[config.mk]
export PLATFORM = sky130hd
export DESIGN_NAME = accel_rr_scheduler
export DESIGN_NICKNAME = d
export VERILOG_FILES = /design/src/rtl/accel_rr_scheduler.sv
export SDC_FILE = /design/constraint.sdc
export NUM_CORES = 1
export LEC_CHECK = 0
export CORE_MARGIN = 2
export CORE_UTILIZATION = 45
export CTS_CLUSTER_SIZE = 8
export DETAILED_ROUTE_END_ITERATION = 10
export GPL_TIMING_DRIVEN = 0
export PLACE_DENSITY = 0.71
export SKIP_LAST_GASP = 1
export SLEW_MARGIN = 20
export SYNTH_ARGS = -nofsm -noshare
export SYNTH_HDL_FRONTEND = slang
export SYNTH_SLANG_ARGS = --single-unit
[constraint.sdc]
create_clock -name clk -period 3.5 [get_ports clk]
set_input_delay 0.525 -clock clk [delete_from_list [all_inputs] [get_ports clk]]
set_output_delay 0.525 -clock clk [all_outputs]
set_load 0.03 [all_outputs]
[src/rtl/accel_rr_scheduler.sv]
// Round-robin front end that lets NUM_REQ requesters share one start/finish accelerator,
// returning the captured return value, run latency and a watchdog abort flag to the winner.
module accel_rr_scheduler #(
  parameter int NUM_REQ = 4,
  parameter int DATA_W  = 32,
  parameter int CNT_W   = 32,
  parameter int TIMEOUT = 65535
) (
  input  logic                       clk,
  input  logic                       reset_n,
  input  logic [NUM_REQ-1:0]         req,
  output logic [NUM_REQ-1:0]         ack,
  output logic [DATA_W-1:0]          result,
  output logic [CNT_W-1:0]           run_cycles,
  output logic                       timeout_err,
  output logic [$clog2(NUM_REQ)-1:0] grant_id,
  output logic                       busy,
  output logic                       accel_start,
  input  logic                       accel_finish,
  input  logic [DATA_W-1:0]          accel_return_val
);

  localparam int ID_W = $clog2(NUM_REQ);
  localparam logic [CNT_W-1:0]   TIMEOUT_C = CNT_W'(TIMEOUT);
  localparam logic [NUM_REQ-1:0] ONE_HOT0  = NUM_REQ'(1);
  localparam logic [ID_W-1:0]    LAST_ID   = ID_W'(NUM_REQ - 1);

  typedef enum logic [1:0] {IDLE, START, EXE, DONE} state_t;

  state_t            state_reg;
  logic [CNT_W-1:0]  cnt_reg;
  logic [CNT_W-1:0]  cnt_next;
  logic [ID_W-1:0]   rr_ptr_reg;
  logic [ID_W-1:0]   pick_id;
  logic [ID_W:0]     scan_idx;

  // Saturating increment; also the run length reported when the run ends this cycle.
  assign cnt_next = (&cnt_reg) ? cnt_reg : cnt_reg + CNT_W'(1);

  // Scan from the highest offset down so the requester closest to rr_ptr wins.
  always_comb begin
    pick_id  = rr_ptr_reg;
    scan_idx = '0;
    for (int i = NUM_REQ - 1; i >= 0; i--) begin
      scan_idx = {1'b0, rr_ptr_reg} + (ID_W+1)'(i);
      if (scan_idx >= (ID_W+1)'(NUM_REQ)) begin
        scan_idx = scan_idx - (ID_W+1)'(NUM_REQ);
      end
      if (req[scan_idx[ID_W-1:0]]) begin
        pick_id = scan_idx[ID_W-1:0];
      end
    end
  end

  always_ff @(posedge clk or negedge reset_n) begin
    if (!reset_n) begin
      state_reg   <= IDLE;
      cnt_reg     <= '0;
      rr_ptr_reg  <= '0;
      grant_id    <= '0;
      ack         <= '0;
      result      <= '0;
      run_cycles  <= '0;
      timeout_err <= 1'b0;
      busy        <= 1'b0;
      accel_start <= 1'b0;
    end else begin
      accel_start <= 1'b0;
      ack         <= '0;
      timeout_err <= 1'b0;
      case (state_reg)
        IDLE: begin
          if (|req) begin
            grant_id    <= pick_id;
            accel_start <= 1'b1;
            busy        <= 1'b1;
            state_reg   <= START;
          end
        end
        START: begin
          cnt_reg   <= '0;
          state_reg <= EXE;
        end
        EXE: begin
          cnt_reg <= cnt_next;
          if (accel_finish) begin
            result     <= accel_return_val;
            run_cycles <= cnt_next;
            ack        <= ONE_HOT0 << grant_id;
            state_reg  <= DONE;
          end else if (TIMEOUT != 0 && cnt_next == TIMEOUT_C) begin
            // Watchdog abort: the pulse on timeout_err lines up with ack in DONE.
            result      <= '0;
            run_cycles  <= TIMEOUT_C;
            timeout_err <= 1'b1;
            ack         <= ONE_HOT0 << grant_id;
            state_reg   <= DONE;
          end
        end
        DONE: begin
          rr_ptr_reg <= (grant_id == LAST_ID) ? '0 : grant_id + 1'b1;
          busy       <= 1'b0;
          state_reg  <= IDLE;
        end
        default: state_reg <= IDLE;
      endcase
    end
  end

endmodule

==> impl_metrics.env <==
export IMPL_r2r_cells=13
export IMPL_track_usage_pct=26.3
export IMPL_setup_viol=0
export IMPL_critPathMaxStageDelay_ns=0.55
export IMPL_h_tree_depth=3
export IMPL_syn_avg_cell_area_um2=9.53
export IMPL_synth_seq_area_share_pct=42.8
export IMPL_overflow=0
export IMPL_worstReg2RegStart="cnt_reg[1]"
export IMPL_min_path_type="in2async"
export IMPL_cap_violations=0
export IMPL_worst_hold_slack_ns=0.0718
export IMPL_fp_dieW_um=123
export IMPL_drive_above_1_share_pct=16.0
export IMPL_yosys_warnings=0
export IMPL_numCtsBuffers=9
export IMPL_use_met3_pct=5.44
export IMPL_r2r_slack_ns=0.04
export IMPL_cts_root_buf="clkbuf_16"
export IMPL_syn_area_um2=6380
export IMPL_path_max_fanout=10
export IMPL_port_buffers=111
export IMPL_crit_type="reg2reg"
export IMPL_ant_nets=0
export IMPL_endpoint_kind="register"
export IMPL_grt_max_degree=70
export IMPL_worst_ep_arrival_time_ns=3.74
export IMPL_fill_cells=1217
export IMPL_clkTransAtPathRegs_ns=0.07
export IMPL_drc=0
export IMPL_grt_pass1_vias=5888
export IMPL_crit_start="cnt_reg[1]"
export IMPL_wirelength_um=19300
export IMPL_gr_usage_met2_pct=42.9
export IMPL_cts_tree="built"
export IMPL_io_pins=112
export IMPL_dieArea_um2=15100
export IMPL_clock_latency_ns=0.36
export IMPL_die_y_um=123
export IMPL_hpwl_um=13600
export IMPL_nets=848
export IMPL_synth_flop_cell="dfrtp_1"
export IMPL_syn_nets=717
export IMPL_postSynthCellCount=669
export IMPL_worst_ep_required_time_ns=3.78
export IMPL_cpMostUsedCell="buf_6"
export IMPL_tightestPinTransition_ns=0.747
export IMPL_critical_path_top_delay_family="simple AND/OR/NAND/NOR gates"
export IMPL_path_cells="ha_2 > and3_1 > buf_6 > nand4_1 > nor2_2 > o31a_1 > or4_1 > or4_4 > or2_1 > buf_6 > buf_6 > buf_12 > a21oi_4"
export IMPL_status="complete, no violations"
export IMPL_grt_first_pass_wirelength_um=31000
export IMPL_antenna_cells=0
export IMPL_antenna_found_initial=0
export IMPL_cp_start_kind="register"
export IMPL_crit_slowest_cell="or4_4"
export IMPL_clock_path_buffers=2
export IMPL_initial_utilization_pct=46.0
export IMPL_finalHoldViolations=0
export IMPL_relSlewSlack_pct=50.2
export IMPL_gp_congestion=1.01
export IMPL_areaGrowthSynthToFinish_pct=29.1
export IMPL_regArea_um2=2730
export IMPL_numPlacedInstances=961
export IMPL_finalCritPeriodShare_pct=98.8
export IMPL_dr_total_vias=5988
export IMPL_critical_path_buf_inv_count=4
export IMPL_power_density_nw_per_um2=707
export IMPL_final_core_util_pct=59.3
export IMPL_ys_ff_latch=109
export IMPL_r2r_end="run_cycles[7]"
export IMPL_finClkSkew_ns=0.00721
export IMPL_async_flop_share_pct=100
export IMPL_clock_sinks=109
export IMPL_synth_edf_count=0
export IMPL_fin_tns_setup_ns=0
export IMPL_final_max_slew_violation_count=0
export IMPL_fmax_ghz=0.289
export IMPL_p_leak_nw=3.24
export IMPL_vdd_drop_max_mv=0.446
export IMPL_final_cells=985
export IMPL_fp_row_count=43
export IMPL_drtIter0Drc=506
export IMPL_first_pass_iters=5
export IMPL_avgRoutedWirePerCell_um=19.6
export IMPL_met1_usage_pct=34.7
export IMPL_via_per_inst=6.08
export IMPL_synth_cell_types=66
export IMPL_multi_input_area_um2=3390
export IMPL_core_um2=13900
export IMPL_period_minus_slack_ns=3.46
export IMPL_grt_most_used_layer="met2"
-- per-layer routing --
metal  up-vias  wire [um]
met5         -          0
met4         0        524
met3        35       1420
met2       246       9120
met1      2937       8250
li1       2770          -
-- cell families (layout without fill, tap and decap cells) --
| logic type | after synthesis | after routing | share of synthesized area (%) |
|---|---|---|---|
| AOI/OAI and AO/OA | 234 | 234 | 28.6 |
| adders and majority gates | 9 | 9 | 1.77 |
| xor gates and xnor gates | 19 | 19 | 2.61 |
| buffers and inverters | 75 | 211 | 6.32 |
| and+or+nand+nor | 220 | 220 | 17.5 |
| DFF | 109 | 109 | 42.8 |
| muxes | 3 | 3 | 0.490 |
-- cells in the mapped netlist (all sizes together), types with 4 or more instances --
master	n	share of area (%)
o2bb2ai	17	2.3
o21ai	37	2.9
inv	16	0.94
nor4	7	0.69
o22ai	17	1.7
nand3	22	1.8
nand2b	6	0.59
and2	6	0.59
ha	9	1.8
a21oi	36	4.6
nor3	8	0.78
xnor2	17	2.3
a31oi	4	0.39
nand4	19	2.2
and3	7	0.69
dfrtp	109	43
nor2	46	2.7
or4	4	0.53
a31o	50	6.9
nand2	75	4.4
buf	28	3.6
clkbuf	31	1.8
or3	4	0.39
o31ai	12	1.4
and4	8	1.1
a22o	39	5.4
-- worst reg2reg max path: stages, from the launching register on --
cell and delay, ns:
dfrtp_2 0.44, ha_2 0.22, and3_1 0.19, buf_6 0.14, nand4_1 0.15, nor2_2 0.11, o31a_1 0.27, or4_1 0.47
or4_4 0.55, or2_1 0.24, buf_6 0.14, buf_6 0.16, buf_12 0.17, a21oi_4 0.13
-- area by class of cell --
type	count	share of cell area [%]
flip-flops and latches	109	33.2
inverters	16	0.730
repair buffers	121	14.7
plain buffers	58	4.15
clock buffers	11	2.95
well taps	180	2.74
multi-input cells	485	41.2
clock inverters	5	0.410
-- placed cells by master (no fill, tap or decap), drive strengths merged, types with 4 or more instances in the layout --
cell	netlist	layout
or3	4	4
xnor2	17	17
o21ai	37	37
nor3	8	8
o2bb2ai	17	17
inv	16	17
a31o	50	50
and2	6	6
ha	9	9
nor4	7	7
nand3	22	22
buf	28	39
o31ai	12	12
or4	4	4
o22ai	17	17
nor2	46	46
nand4	19	19
nand2b	6	6
a31oi	4	4
and3	7	7
nand2	75	75
and4	8	8
dfrtp	109	109
clkbuf	31	41
a22o	39	39
clkdlybuf4s50	0	110
a21oi	36	36
-- metrics by stage --
stage,cell area (um2),total power [W],setup WS (ns)
after floorplan,6380,0.00372,0.266
final,8230,0.00582,0.0427
after detailed placement,7740,0.00480,-0.299
after global placement,7710,0.00474,-2.36
after CTS,8050,0.00581,0.00267
after global routing,8230,0.00615,-0.0381
-- power by group --
part           internal (W)  total [W]  switching (W)
clock network      0.000504   0.000990       0.000487
logic               0.00124    0.00301        0.00177
registers           0.00157    0.00182       0.000253
total               0.00331    0.00582        0.00251
-- worst max path at each step --
stage | end | slack (ns) | depth (start not counted)
2_1_floorplan | run_cycles[23] | 0.27 | 12
3_5_place_dp | run_cycles[14] | -0.30 | 12
5_1_grt | run_cycles[7] | -0.04 | 13
3_3_place_gp | result[19] | -2.36 | 1
4_1_cts | run_cycles[7] | 0.003 | 13
6_report | run_cycles[7] | 0.04 | 13
-- timing repair --
action | CTS | global route
gates cloned | 0 | 0
setup buffers | 0 | 9
resized for setup | 9 | 24
endpoints found under the hold margin | 0 | 0
pin swaps | 0 | 10
setup endpoints to repair | 70 | 69
hold buffers | 0 | 0
(Power assumes the default switching activity.)
